### src/rtl/fetch_decode_unit.sv
// ---------------------------------------------------------------------------
// fetch_decode_unit
//
// Holds the program counter, the instruction register and the retired
// instruction counter. It also splits the latched instruction into its
// fields for the multicycle controller. The controller owns all sequencing:
//   FETCH  : mem_addr presents pc
//   DECODE : instruction_en latches mem_rdata into the IR
//   WRITE  : pc_en advances the pc according to pc_src
// pc and pc_plus1 do not change between DECODE and WRITE, so the JAL link
// value stays valid.
//
// Ports
//   clk            system clock, all state on rising edge
//   reset          asynchronous, active-low; clears all state
//   instruction_en latch mem_rdata into the IR on this edge
//   pc_en          update the pc on this edge according to pc_src
//   pc_src         00 alu_result, 01 reg_b_data, 10 pc+1, 11 hold
//   loading        load in progress: mem_addr comes from reg_b_data
//   storing        store in progress: mem_addr comes from reg_b_data
//   mem_rdata      instruction/data word from memory
//   reg_b_data     register-file B read (jump target / ld-st address)
//   alu_result     ALU output (branch target)
//   mem_addr       memory address
//   pc             current pc (address of the instruction in the IR)
//   pc_plus1       pc+1 with wrap (JAL link value)
//   op_code        IR[15:12]
//   A_index        IR[11:8]
//   ext_op_code    IR[7:4]
//   B_index        IR[3:0]
//   imm_ext        IR[7:0] zero- or sign-extended, depending on op_code
//   ir_valid       the IR holds a fetched instruction
//   instr_count    number of pc_en edges since reset
// ---------------------------------------------------------------------------
module fetch_decode_unit #(
  parameter int WIDTH      = 16,
  parameter int ADDR_WIDTH = 16,
  parameter logic [ADDR_WIDTH-1:0] RESET_VECTOR = '0,
  parameter int CNT_WIDTH  = 16
) (
  input  logic                  clk,
  input  logic                  reset,
  input  logic                  instruction_en,
  input  logic                  pc_en,
  input  logic [1:0]            pc_src,
  input  logic                  loading,
  input  logic                  storing,
  input  logic [WIDTH-1:0]      mem_rdata,
  input  logic [WIDTH-1:0]      reg_b_data,
  input  logic [WIDTH-1:0]      alu_result,
  output logic [ADDR_WIDTH-1:0] mem_addr,
  output logic [ADDR_WIDTH-1:0] pc,
  output logic [ADDR_WIDTH-1:0] pc_plus1,
  output logic [3:0]            op_code,
  output logic [3:0]            A_index,
  output logic [3:0]            ext_op_code,
  output logic [3:0]            B_index,
  output logic [WIDTH-1:0]      imm_ext,
  output logic                  ir_valid,
  output logic [CNT_WIDTH-1:0]  instr_count
);

  localparam logic [1:0] SRC_ALU  = 2'b00;
  localparam logic [1:0] SRC_REGB = 2'b01;
  localparam logic [1:0] SRC_INC  = 2'b10;

  logic [ADDR_WIDTH-1:0] pc_reg;
  logic [ADDR_WIDTH-1:0] pc_next;
  logic [ADDR_WIDTH-1:0] pc_inc;
  logic [WIDTH-1:0]      ir_reg;
  logic                  ir_valid_reg;
  logic [CNT_WIDTH-1:0]  count_reg;
  logic                  zero_ext;
  logic                  ext_bit;

  // The incrementer wraps naturally at 2^ADDR_WIDTH.
  assign pc_inc = pc_reg + ADDR_WIDTH'(1);

  always_comb begin
    pc_next = pc_reg;
    if (pc_en) begin
      case (pc_src)
        SRC_ALU:  pc_next = alu_result[ADDR_WIDTH-1:0];
        SRC_REGB: pc_next = reg_b_data[ADDR_WIDTH-1:0];
        SRC_INC:  pc_next = pc_inc;
        default:  pc_next = pc_reg;  // 11: hold
      endcase
    end
  end

  // When instruction_en and pc_en are both set, both updates take effect.
  // The IR captures the word fetched from the old pc, because mem_addr is
  // still driven from pc_reg before this edge.
  always_ff @(posedge clk or negedge reset) begin
    if (!reset) begin
      pc_reg       <= RESET_VECTOR;
      ir_reg       <= '0;
      ir_valid_reg <= 1'b0;
      count_reg    <= '0;
    end else begin
      pc_reg <= pc_next;
      if (instruction_en) begin
        ir_reg       <= mem_rdata;
        ir_valid_reg <= 1'b1;
      end
      // A hold (pc_src=11) still counts as a retired instruction.
      if (pc_en) begin
        count_reg <= count_reg + CNT_WIDTH'(1);
      end
    end
  end

  assign op_code     = ir_reg[15:12];
  assign A_index     = ir_reg[11:8];
  assign ext_op_code = ir_reg[7:4];
  assign B_index     = ir_reg[3:0];

  // Logical immediates (ANDI/ORI/XORI) and LUI use a zero-extended
  // immediate. Every other op code uses a sign-extended immediate.
  always_comb begin
    zero_ext = 1'b0;
    case (ir_reg[15:12])
      4'b0001, 4'b0010, 4'b0011, 4'b1111: zero_ext = 1'b1;
      default:                            zero_ext = 1'b0;
    endcase
  end

  assign ext_bit      = zero_ext ? 1'b0 : ir_reg[7];
  assign imm_ext[7:0] = ir_reg[7:0];

  generate
    for (genvar gi = 8; gi < WIDTH; gi++) begin : g_imm_ext
      assign imm_ext[gi] = ext_bit;
    end
  endgenerate

  // Loads and stores address data memory through register B. At all other
  // times memory sees the pc.
  assign mem_addr    = (loading || storing) ? reg_b_data[ADDR_WIDTH-1:0] : pc_reg;
  assign pc          = pc_reg;
  assign pc_plus1    = pc_inc;
  assign ir_valid    = ir_valid_reg;
  assign instr_count = count_reg;

endmodule

### config.mk
export PLATFORM = sky130hd
export DESIGN_NAME = fetch_decode_unit
export DESIGN_NICKNAME = d
export VERILOG_FILES = /design/src/rtl/fetch_decode_unit.sv
export SDC_FILE = /design/constraint.sdc
export NUM_CORES = 1
export LEC_CHECK = 0
export ABC_AREA = 1
export CAP_MARGIN = 5
export CORE_MARGIN = 2
export CORE_UTILIZATION = 44
export DETAILED_ROUTE_END_ITERATION = 16
export HOLD_SLACK_MARGIN = 0.05
export PLACE_DENSITY = 0.83
export SYNTH_ARGS = -nofsm -noshare
export SYNTH_HDL_FRONTEND = slang
export SYNTH_SLANG_ARGS = --single-unit
export TNS_END_PERCENT = 100
### constraint.sdc
create_clock -name clk -period 3.24 [get_ports clk]
set_input_delay 0.324 -clock clk [delete_from_list [all_inputs] [get_ports clk]]
set_output_delay 0.324 -clock clk [all_outputs]
set_load 0.05 [all_outputs]
* After elaboration in Yosys (flattened, before gate mapping) *
Cells that the tools add are included.

storage, ports and cells
  register bits after elaboration = 49
  output and inout bits = 97
  word-level logic and storage cells = 21

cells by class
  $add $sub $neg = 2
  eq/ne operators = 6
  muxes and demuxes = 4
  reductions and logical operators = 5

operators with widths
  operator                                       number
  one-hot mux 16 bit (3 select lines)            1
  adder 16 x 1 -> 16 bit, second input constant  2
  2-to-1 mux 16 bit                              1
  == test 4 x 2 -> 1 bit, second input constant  2
  == test 4 x 1 -> 1 bit, second input constant  1
  == test 4 bit, second input constant           1
  OR reduction 4 bit                             1
  nonzero test 3 bit                             1
  == test 2 x 1 -> 1 bit, second input constant  1
  == test 2 bit, second input constant           1
  logical NOT 2 bit                              1
  2-to-1 mux 1 bit                               2
  AND reduction 2 bit                            1
  logical OR 1 bit                               1

* Depth between registers and ports, before layout *
Gate-level depths: netlist (run 1).

  word-level depth = 4
  depth in mapped cells = 10
  depth with buffers taken out = 10

* Worst setup path after synthesis (run 1) *
No wires, ideal clock.

  path type = reg-to-reg
  start point = reg pc_reg[0] (netlist: pc[0])
  end point = reg pc_reg[7] (netlist: pc[7])
  arrival = 2,310 ps
  required time = 3,157 ps
  path slack = 847 ps
  stages on the path, launching flop included = 9
  path buffers = 0
  cells stage by stage = dfrtp_1 > inv_2 > nor2_1 > nand2_1 > xor2_1 > nand2_1 > nand2_1 > nand2_1 > o21ai_0

on the way
  cells in the longest elaborated chain, start to end = 2

ends and longest elaborated chain
  item                                 RTL line  source
  start, declared                      67        logic [ADDR_WIDTH-1:0] pc_reg;
  start signal, assigned               101       pc_reg <= pc_next;
  adder 16 x 1 -> 16 bit               77        assign pc_inc = pc_reg + ADDR_WIDTH'(1);
  net pc_plus1[7]                      53        output logic [ADDR_WIDTH-1:0] pc_plus1,
  one-hot mux 16 bit (3 select lines)  82        case (pc_src)

The timed path passes the listed nets, and every way through them passes these cells.
A chain may end at the register's enable or synchronous reset.

* Worst setup path in the final report (run 1) *
  start point = reg pc_reg[0] (netlist: pc[0])
  end point = out pc_plus1[10]

on the way
  cells in the longest elaborated chain, start to end = 1

ends and longest elaborated chain
  item                    RTL line
  adder 16 x 1 -> 16 bit  77
  end, declared           53

No other way between the ends.

==> results by stage, run 1 <==
Floorplanning:
- The floorplan has 30 rows.
- From left edge to right edge, the die measures 88.4 um.
- The die covers 7820 sq um.
- The die height is 88.4 um.
- 153 I/O pins were placed.
- The floorplan step defined a core boundary enclosing 6830 sq um.
- The starting density of the core is 45.9%.

Cells and area:
- Compared with the post-synthesis result, the final layout area differs by 51.4%.
- The utilization after layout is 69.5%.
- The commonest non-fill, non-tap cell in the layout is sky130_fd_sc_hd__clkdlybuf4s50_1.
- The library cells used most frequently in the layout, excluding fill and tap cells, are sky130_fd_sc_hd__clkdlybuf4s50_1 (151), sky130_fd_sc_hd__nand2_1 (143), sky130_fd_sc_hd__nor2_1 (49), sky130_fd_sc_hd__dfrtp_1 (49), sky130_fd_sc_hd__inv_1 (39).
- The ratio of cells with drive above 1 in the final layout is 4.86%.
- The count of nets after finishing is 636.
- The number of antenna diodes in the final layout is 0.

Global routing:
- The met2 global-route usage is 44.7%.
- Global routing used 25.2% of the available tracks.
- For this run, global-route usage on met1 was measured as 29.7%.
- The total congestion overflow after global routing is 0.
- The first global-routing pass estimated 15,400 um of wire.
- The via count of the first global-routing pass was 3,420.
- The initial antenna violation count is 0.
- The maximum number of pins on one net before global-route repair is 50.
- Global routing used 3.36% of the available met3 tracks.
- The layer carrying the most global-route usage is met2.

Job:
- The number of max-capacitance violations reported is 0.

Synth:
- The synthesized netlist occupies a cell area of 3140 sq um.
- After synthesis, the netlist uses 31 different library cells.
- During synthesis, Yosys emitted a total of 0 warnings.
- The register area share after synthesis is 39.1%.
- The most used flip-flop cell after synthesis is sky130_fd_sc_hd__dfrtp_1.
- Synthesis produced a netlist with a net count of 507.
- The area share of the largest cell type after synthesis is 39.1%.
- Each instance of the synthesized netlist takes up on average 7.03 sq um.
- In this run, synthesis inferred 0 flip-flops with an integrated enable.
- Yosys attributes the largest share of cell area to sky130_fd_sc_hd__dfrtp_1 (39%), sky130_fd_sc_hd__nand2_1 (17%), sky130_fd_sc_hd__nor2_1 (6.0%).
- Counting every instance in the synthesized netlist gives 446.
- Of all flip-flops after synthesis, the portion carrying an async set or reset was 100%.
- The biggest area contributor in the post-synthesis netlist is sky130_fd_sc_hd__dfrtp_1.
- The count of state elements after synthesis is 49.

Critical path:
- Along the worst path, the maximum fanout reaches 5.
- The element type at the critical path start is a register.
- The critical path contains buffers and inverters numbering 2 combined.
- Traced cell by cell, the critical path runs through ha_1, nand3_1, inv_1, nand2_1, o21bai_1, and2_1, clkdlybuf4s50_1.
- The cell family with the largest share of critical-path delay is buffers and inverters.
- The critical-path cell with the highest stage delay is sky130_fd_sc_hd__clkdlybuf4s50_1.
- Data on the critical path is required at its endpoint by 2920 ps.
- The critical path class is reg2out.
- On the worst path, the slowest cell contributes a delay of 830 ps.
- The critical path data arrival time is 2630 ps.
- The type of element capturing the critical path is a primary output.

Power:
- In this run the static leakage power is 2.18 nW.
- Across the VDD grid, the largest voltage drop is 0.000559 V.
- The power density over cell area is 588 nW/um^2.

Detailed routing:
- The total iterations of the first detailed-routing run is 4.
- After detailed routing, the number of vias per cell comes to 5.15.
- Detailed routing inserted a total of 3,462 vias.
- The routed design has 9830 um of wire.
- The average wire length per cell after detail routing is 14.6 um.
- The residual DRC count is 0.
- The residual antenna-violating net count after detailed routing is 0.
- After the first detailed-routing iteration, the DRC count stood at 217.

STA:
- The worst-margin pin slew is 1110 ps.
- The hold violation count in the final report is 0.
- The count of final setup violators is 0.
- The final critical path time including I/O delays and setup is 2960 ps.
- Of the available clock period, the critical path in the final layout requires 91.3%.
- The upper clock frequency limit is 338 MHz.
- The final-report max-slew violation count is 0.
- Setup repair after global routing left no endpoint under its margin.
- Headroom to the max-slew limit came out at 25.7%.
- The clock arrives with 8.77 ps of skew.
- Setup total negative slack on the finished layout was measured at 0 ps.

Clocking:
- The clock tree buffer depth is 2.
- The insertion delay of the later-clocked pin in the worst-skew pair is 310 ps.
- The quantity of gates resized following cts is 0.
- The root buffer cell is sky130_fd_sc_hd__clkbuf_8.
- The number of buffers inserted to repair setup after CTS is 0.
- Clock-pin slew was measured on the worst setup and hold paths at 100 ps.
- Counting the buffers created by CTS gives 5.
- The H-tree was split into 2 levels.
- The clock tree from TritonCTS is done.
- Counting every sink on the clock net gives 49.
- For this design, the CTS-stage hold fixing added 0 buffers.

Place:
- The placed wire-length estimate after detailed placement is 7410 um.
- The congestion estimate from routability-driven global placement came to 0.810.
- The count of input and output buffers is 152.

Status:
- The run finished with clean final reports.

Hold path:
- The path class of the tightest hold or removal check is in2async.
==> worst register-to-register path, delay by kind of cell (launching register included) <==
family,cells,cell delay [ps]
adders and majority gates,1,240
buffers and inverters,1,180
DFF,1,460
and+or+nand+nor,8,720
==> kinds of logic (layout without fill, tap and decap cells) <==
kind of cell,after synthesis,after routing,synth area share (%)
AND/OR/NAND/NOR,244,244,33.6
buffers and inverters,74,204,11.2
AO/OA/AOI/OAI,60,60,10.1
flip-flops,49,49,39.1
XOR/XNOR,13,13,3.63
adder cells (fa/ha/maj),5,5,2.00
multiplexers,1,1,0.359
==> routing by layer <==
layer / up-vias / share of wire [%]
met1: 1630 / 41
met2: 157 / 49
met4: 0 / 3.5
met3: 30 / 6.8
met5: - / 0
li1: 1645 / -
==> report_power, final <==
part | switching, mW | total [mW] | leakage (nW) | internal, mW
combinational | 0.961 | 1.43 | 1.50 | 0.468
sequential | 0.128 | 0.831 | 0.606 | 0.703
clock | 0.222 | 0.533 | 0.0687 | 0.311
total | 1.31 | 2.79 | 2.18 | 1.48
==> worst paths after layout <==
| path | from | end | slack [ps] | cells after the start |
|---|---|---|---|---|
| hold reg to reg | ir_reg[8] | ir_reg[8] | 480 | 2 |
| setup / recovery | pc[0] | pc_plus1[10] | 280 | 7 |
| min in group clk | ir_reg[8] | ir_reg[8] | 480 | 2 |
| hold / removal | reset | instr_count[0] | 210 | 1 |
| setup reg to reg | pc[0] | pc[10] | 1540 | 10 |
| max in group asynchronous | reset | pc[9] | 2340 | 1 |
==> metrics by stage <==
step	cells	hold WS (ps)	setup slack [ps]	instance area (sq um)	power, mW
finish	672	211	282	4750	2.79
global route	672	307	181	4750	2.91
CTS	672	262	336	4750	2.80
detailed placement	664	460	588	4610	2.27
global placement	664	451	683	4610	2.23
floorplan	446	28.4	847	3140	1.77
==> synthesized netlist by cell type, drive strengths merged, types with 2 or more instances <==
cell type / number
nand2: 145
nor2: 55
dfrtp: 49
inv: 42
a21oi: 30
nand3: 25
o21ai: 23
buf: 22
clkbuf: 10
xor2: 10
and2: 8
ha: 5
nand4: 5
nor3: 3
o22ai: 3
xnor2: 3
o211ai: 2
or2: 2
==> layout make-up <==
cell class              count  area [sq um]
repair buffers            154          1540
flip-flops and latches     49          1230
clock inverters             3          68.8
clock buffers               5          68.8
well taps                  96           120
fillers                   570          2090
multi-input cells         323          1560
inverters                  42           158
(Power assumes the default switching activity.)
==> run 2: changes to the inputs <==
--- a/config.mk
+++ b/config.mk
@@ -5,13 +5,12 @@
 export SDC_FILE = /design/constraint.sdc
 export NUM_CORES = 1
 export LEC_CHECK = 0
-export ABC_AREA = 1
 export CAP_MARGIN = 5
 export CORE_MARGIN = 2
 export CORE_UTILIZATION = 44
 export DETAILED_ROUTE_END_ITERATION = 16
 export HOLD_SLACK_MARGIN = 0.05
-export PLACE_DENSITY = 0.83
+export PLACE_DENSITY = 0.87
 export SYNTH_ARGS = -nofsm -noshare
 export SYNTH_HDL_FRONTEND = slang
 export SYNTH_SLANG_ARGS = --single-unit
==> run 2 against run 1 <==
Effect of this change: synthesized area down 3.4%; total power fell by 4.0%; cell count shrank 23%; flip-flop and latch count is the same; fmax shrank 4.2%; hold slack worse by 11 ps; core utilization is 0.81 points higher; clock power down 32%; register-to-register slack worse by 380 ps; via count decreased by 17%; combinational power is 3% higher.
==> results by stage, run 2 <==
Status:
- The run finished with clean final reports.

Critical path:
- The critical path in this run is classified as reg2out.
- STA classifies the critical path startpoint as a register.
- The type of element capturing the critical path is a primary output.
- In this run the critical register-to-register path is launched from pc[0].
- The required arrival time at the worst endpoint was 2920 ps (about the same).
- The critical path data arrival time came to 2760 ps (+130 ps).
- The highest net fanout along the worst path is 12 (+7).
- In this run the worst setup path begins at pc[2].

Detailed routing:
- The average wire length per cell after detail routing is 16.9 um (+15%).
- The number of DRC violations after detailed-routing iteration 0 is 126 (-42%).
- The number of vias after detailed routing was 2,874 (-17%).
- The total iterations of the first detailed-routing run is 4 (unchanged).
- The detailed-route vias per instance is 5.55 (+7.7%).
- The residual DRC count is 0 (unchanged).
- The residual antenna-violating net count after detailed routing was 0 (unchanged).
- The sum of routed wire length over all layers is 8740 um (-11%).

Floorplanning:
- The die outline area is 7560 sq um (-3.3%).
- The starting density of the core is 45.1% (-0.83 points).
- The count of standard-cell rows is 30 (unchanged).
- The die height is 87.0 um (-1.7%).
- The total I/O pin count is 153 (unchanged).
- The area of the core was 6720 sq um (-1.6%).
- The horizontal die dimension is 87.0 um (-1.7%).

Clocking:
- The root buffer cell is sky130_fd_sc_hd__clkbuf_8.
- The clock tree buffer depth is 2 (unchanged).
- The number of sinks on the clock net is 49 (unchanged).
- The number of buffers inserted to repair setup after CTS is 0 (unchanged).
- The total clock buffers created by CTS is 5 (unchanged).
- TritonCTS built the clock tree.
- The quantity of gates resized following cts came to 0 (unchanged).
- The number of hold-repair buffers added at the cts stage came to 0 (unchanged).
- The insertion delay of the later-clocked pin in the worst-skew pair came to 300 ps (about the same).
- The deepest level of the CTS H-tree came to 2 (unchanged).
- The clock slew seen by the registers of the worst setup and hold paths is 90 ps (about the same).

Synth:
- The number of enable-type register cells in the synthesized netlist is 0 (unchanged).
- The area share of the largest cell type after synthesis is 40.5% (+1.4 points).
- The synthesized netlist net count is 367 (-28%).
- The number of instances in the synthesized netlist is 306 (-31%).
- Yosys attributes the largest share of cell area to sky130_fd_sc_hd__dfrtp_1 (40%), sky130_fd_sc_hd__mux2_2 (12%), sky130_fd_sc_hd__xnor2_1 (4.9%).
- The number of warning messages in the yosys log is 0 (unchanged).
- In the post-synthesis netlist, the cell with the most instances is sky130_fd_sc_hd__dfrtp_1.
- The biggest area contributor in the post-synthesis netlist is sky130_fd_sc_hd__dfrtp_1.
- The proportion of register bits with asynchronous set or reset after synthesis is 100% (unchanged).
- The post-synth design cell area is 3030 sq um (-3.4%).
- The unique cell type count in the Yosys netlist was 44 (+42%).
- The register area share after synthesis was 40.5% (+1.4 points).
- The count of state elements after synthesis is 49 (unchanged).
- After synthesis, the most frequently instantiated cells are sky130_fd_sc_hd__dfrtp_1 (49), sky130_fd_sc_hd__mux2_2 (33), sky130_fd_sc_hd__nand2_1 (24).
- The post-synthesis average cell area came to 9.90 sq um (+41%).
- The prevailing post-synth register cell is sky130_fd_sc_hd__dfrtp_1.

Cells and area:
- The area growth from synthesis to layout is 56.0%.
- Leaving out fill and tap cells, the most frequent cells in the layout are sky130_fd_sc_hd__clkdlybuf4s50_1 (132), sky130_fd_sc_hd__dfrtp_1 (49), sky130_fd_sc_hd__mux2_2 (33).
- The total inserted antenna cells is 0 (unchanged).
- The ratio of cells with drive above 1 in the final layout is 17.6% (+13 points).
- The count of nets after finishing is 498 (-22%).
- The commonest non-fill, non-tap cell in the layout is sky130_fd_sc_hd__clkdlybuf4s50_1.
- The design area is 4720 sq um (-0.50%).

STA:
- The worst-margin pin slew was 1070 ps (-44.2 ps).
- The setup clock skew after layout was 6.32 ps (-2.45 ps).
- The hold violation count in the final report is 0 (unchanged).
- The final critical path time including I/O delays and setup was 3090 ps (+128 ps).
- The upper clock frequency limit is 324 MHz (-4.2%).
- The total negative slack for setup checks is 0 ps (unchanged).
- The final period utilization is 95.3% (+4.0 points).
- The final hold slack is 199 ps (-11.5 ps).
- The final-report max-slew violation count is 0 (unchanged).
- Setup repair after global routing left no endpoint under its margin.
- The tightest slew margin relative to the limit was 28.7% (+2.9 points).
- The count of final setup violators is 0 (unchanged).

Job:
- The number of max-capacitance violations reported is 0 (unchanged).

Power:
- The worst vdd rail ir drop is 0.000286 V (-49%).
- The power density over cell area was 568 nW/um^2 (-3.5%).
- The leakage power of the design is 1.97 nW (-9.8%).

Global routing:
- The total congestion overflow after global routing is 0 (unchanged).
- The maximum number of pins on one net before global-route repair is 50 (unchanged).
- The via count of the first global-routing pass was 2,967 (-13%).
- The total routing resource utilization after global routing is 23.1% (-2.1 points).
- The initial antenna violation count is 0 (unchanged).
- The wire length of the first global-routing pass is 13,900 um (-9.7%).

Hold path:
- The class of the tightest hold or removal check is in2async.

Place:
- The placed wire-length estimate after detailed placement came to 6730 um (-9.2%).
- The final weighted congestion in routability-driven placement is 0.839 (+3.5%).
- The cell area reported after detailed placement was 4630 sq um (+0.46%).
- The count of input and output buffers is 152 (unchanged).
-- run 2: critical path, cell delays in order, from the launching register on --
cell and delay, ps:
sky130_fd_sc_hd__dfrtp_1 490, sky130_fd_sc_hd__nand3_1 390, sky130_fd_sc_hd__nor4_1 470, sky130_fd_sc_hd__xor2_1 260
sky130_fd_sc_hd__clkdlybuf4s50_1 850
-- run 2: final timing paths --
kind	end	slack, ps	cells after the start
max in group asynchronous	pc[14]	2370	1
min in group clk	ir_valid	490	1
min reg2reg	ir_valid	490	1
max	pc_plus1[15]	150	4
min	pc[9]	200	1
max reg2reg	pc[14]	1160	5
-- run 2: kinds of logic (layout without fill, tap and decap cells) --
group                    Yosys count  count (layout)  share of synthesized area (%)
multiplexers                      33              33                           12.3
AND/OR/NAND/NOR                   89              89                           16.2
adder cells (fa/ha/maj)            5               5                           2.07
XOR/XNOR                          27              27                           7.81
AO/OA/AOI/OAI                     60              60                           13.2
flip-flops                        49              49                           40.5
buffers and inverters             43             175                           7.98
-- run 2: power by group --
part / total, mW / internal [mW] / switching [mW]
Clock: 0.363 / 0.153 / 0.210
Combinational: 1.47 / 0.550 / 0.923
Sequential: 0.845 / 0.706 / 0.139
Total: 2.68 / 1.41 / 1.27
-- run 2: final cells by class --
| cell class | instances | area [sq um] |
|---|---|---|
| sequential | 49 | 1230 |
| timing repair buffer | 156 | 1700 |
| clock inverter | 3 | 21.3 |
| tap | 80 | 100 |
| fill | 485 | 2000 |
| clock buffer | 5 | 68.8 |
| inverter | 11 | 41.3 |
| multi-input combinational | 214 | 1560 |
-- run 2: per-stage QoR --
| stage | power [mW] | worst slack (ps) | util (%) | instances |
|---|---|---|---|---|
| 6_report | 2.68 | 154 | 70.3 | 518 |
| 5_1_grt | 2.80 | 40.5 | 70.3 | 518 |
| 4_1_cts | 2.70 | 33.6 | 70.2 | 518 |
| 3_5_place_dp | 2.33 | 378 | 68.9 | 510 |
| 3_3_place_gp | 2.30 | 480 | 68.9 | 510 |
| 2_1_floorplan | 1.79 | 326 | - | 306 |
-- run 2: routing by layer --
layer	global-route usage (%)	routed length (um)	vias to the layer above
met5	0	0	-
met4	8.95	170	0
met3	4.55	730	12
met2	38.7	4260	152
met1	29.3	3570	1362
li1	-	-	1348
==> run 3: changes to the inputs <==
--- a/config.mk
+++ b/config.mk
@@ -6,7 +6,7 @@
 export NUM_CORES = 1
 export LEC_CHECK = 0
 export CAP_MARGIN = 5
-export CORE_MARGIN = 2
+export CORE_MARGIN = 4
 export CORE_UTILIZATION = 44
 export DETAILED_ROUTE_END_ITERATION = 16
 export HOLD_SLACK_MARGIN = 0.05
==> run 3 against run 2 <==
Effect of this change: via count shrank 2.1%; routed wire length is 1.7% higher; first-iteration DRC count down 13%; core utilization rose by 2.2 points; sequential power shrank 0.9%; global-route usage is 1.9 points lower; worst setup slack better by 31 ps; critical endpoint unchanged; largest cell class unchanged; highest routed layer unchanged.
==> results by stage, run 3 (synthesized netlist as in run 2, its figures left out) <==
Place:
- The placed wire-length estimate after detailed placement was 7030 um (+4.5%).
- The final weighted congestion in routability-driven placement is 0.855 (+1.9%).
- The count of input and output buffers was 152 (unchanged).

Clocking:
- TritonCTS built the clock tree.
- The number of hold-repair buffers added at the cts stage is 0 (unchanged).
- The clock tree buffer depth is 2 (unchanged).
- The root buffer cell is sky130_fd_sc_hd__clkbuf_8.
- The insertion delay of the later-clocked pin in the worst-skew pair is 300 ps (about the same).
- The number of sinks on the clock net is 49 (unchanged).
- The clock slew seen by the registers of the worst setup and hold paths is 100 ps (about the same).
- The quantity of gates resized following cts is 0 (unchanged).
- The deepest level of the CTS H-tree is 2 (unchanged).
- The total clock buffers created by CTS came to 5 (unchanged).
- The number of buffers inserted to repair setup after CTS is 0 (unchanged).

Floorplanning:
- The area of the core is 6530 sq um (-2.8%).
- The horizontal die dimension is 91.0 um (+4.6%).
- The count of standard-cell rows came to 29 (-3.3%).
- The total I/O pin count came to 153 (unchanged).
- The die outline area was 8270 sq um (+9.4%).
- The die height is 91.0 um (+4.6%).
- The starting density of the core is 46.4% (+1.3 points).

Cells and area:
- The library cells used most frequently in the layout, excluding fill and tap cells, are sky130_fd_sc_hd__clkdlybuf4s50_1 (132), sky130_fd_sc_hd__dfrtp_1 (49), sky130_fd_sc_hd__mux2_2 (33).
- The ratio of cells with drive above 1 in the final layout is 17.8% (+0.19 points).
- The number of fillers in the final layout came to 465 (-4.1%).
- The total inserted antenna cells came to 0 (unchanged).
- The sequential cell area is 1230 sq um (unchanged).
- The area growth from synthesis to layout is 56.2%.
- Leaving out fill and tap cells, the most frequent cell in the layout is sky130_fd_sc_hd__clkdlybuf4s50_1.
- The count of nets after finishing is 499 (+0.20%).
- The area taken by multi-input logic gates was 1560 sq um (unchanged).

Global routing:
- The via count of the first global-routing pass is 2,897 (-2.4%).
- The maximum number of pins on one net before global-route repair is 50 (unchanged).
- The wire length of the first global-routing pass came to 14,600 um (+4.9%).
- The initial antenna violation count was 0 (unchanged).
- The total congestion overflow after global routing came to 0 (unchanged).
- The total routing resource utilization after global routing came to 21.2% (-1.9 points).

Power:
- The power density over cell area is 570 nW/um^2 (+0.40%).
- The leakage power of the design is 1.97 nW (+0.14%).
- The overall power is 2.70 mW (+0.59%).
- The worst vdd rail ir drop is 0.000352 V (+23%).

Critical path:
- The required arrival time at the worst endpoint is 2920 ps (about the same).
- The critical path data arrival time is 2730 ps (-30 ps).
- STA classifies the critical path endpoint as a primary output.
- The critical path class is reg2out.
- The worst setup path is launched from a register.
- The highest net fanout along the worst path is 12 (unchanged).

Detailed routing:
- The number of DRC violations after detailed-routing iteration 0 is 109 (-13%).
- The residual antenna-violating net count after detailed routing came to 0 (unchanged).
- The average wire length per cell after detail routing is 17.2 um (+2.1%).
- The total iterations of the first detailed-routing run was 4 (unchanged).
- The detailed-route vias per instance is 5.45 (-1.7%).
- The sum of routed wire length over all layers is 8880 um (+1.7%).
- The residual DRC count is 0 (unchanged).
- The number of vias after detailed routing is 2,814 (-2.1%).

STA:
- The final period utilization came to 94.3% (-0.97 points).
- The final-report max-slew violation count is 0 (unchanged).
- The upper clock frequency limit is 327 MHz (+1.0%).
- The final critical path time including I/O delays and setup is 3060 ps (-31.3 ps).
- The total negative slack for setup checks is 0 ps (unchanged).
- The worst-margin pin slew is 1090 ps (+22.6 ps).
- Setup repair after global routing left no endpoint under its margin.
- The hold violation count in the final report is 0 (unchanged).
- The tightest slew margin relative to the limit is 27.2% (-1.5 points).
- The count of final setup violators is 0 (unchanged).
- The setup clock skew after layout is 12.8 ps (+6.43 ps).

Hold path:
- The tightest min-delay check is of the in2async type.

Status:
- The run finished with clean final reports.

Job:
- The number of max-capacitance violations reported is 0 (unchanged).
run 3: cell types whose count changed in the layout (fill, tap and decap cells not counted):
cell,before,now
sky130_fd_sc_hd__buf_4,6,7
sky130_fd_sc_hd__clkinv_2,1,0
sky130_fd_sc_hd__clkinvlp_4,1,2
sky130_fd_sc_hd__inv_6,1,0
sky130_fd_sc_hd__inv_8,0,1
run 3: path summary, 6_finish.rpt:
check / startpoint / end / slack [ps] / depth (start not counted)
worst max-delay path: pc[2] / pc_plus1[15] / 180 / 4
worst min-delay path: reset / pc[9] / 200 / 1
worst max register to register: pc[0] / pc[14] / 1160 / 5
worst min register to register: ir_valid / ir_valid / 470 / 1
max in group asynchronous: reset / pc[13] / 2340 / 1
min in group clk: ir_valid / ir_valid / 470 / 1
run 3: worst max-delay path: stages (launching register included):
cell	delay, ps
sky130_fd_sc_hd__dfrtp_1	470
sky130_fd_sc_hd__nand3_1	390
sky130_fd_sc_hd__nor4_1	430
sky130_fd_sc_hd__xor2_1	280
sky130_fd_sc_hd__clkdlybuf4s50_1	860
run 3: area by class of cell:
type	instances	share of cell area, %
clock buffer	5	1.45
clock inverter	3	0.555
inverter	11	0.873
multi-input combinational	214	33.0
sequential	49	25.9
tap	77	2.04
timing repair buffer	157	36.2
run 3: power by group:
part	leakage, nW	total, mW	internal (mW)	switching, mW
Combinational	1.33	1.49	0.555	0.932
Clock	0.0423	0.373	0.157	0.216
Sequential	0.594	0.837	0.706	0.131
run 3: through the flow:
| step | cell area (sq um) | std cells | setup slack [ps] | util, % | hold slack [ps] |
|---|---|---|---|---|---|
| finish | 4730 | 516 | 185 | 72.4 | 197 |
| global route | 4730 | 516 | 11.2 | 72.4 | 297 |
| CTS | 4730 | 516 | 71.0 | 72.4 | 260 |
| detailed placement | 4630 | 508 | 412 | 70.9 | 451 |
| global placement | 4630 | 508 | 472 | 70.9 | 455 |
| floorplan | 3030 | 306 | 326 | - | 28.4 |
run 3: layer usage:
metal	share of wire, %	wire [um]	GRT usage [%]
met1	40	3580	26.7
met2	50	4400	35.9
met3	9.7	859	7.19
met4	0.54	48	3.77
met5	0	0	0
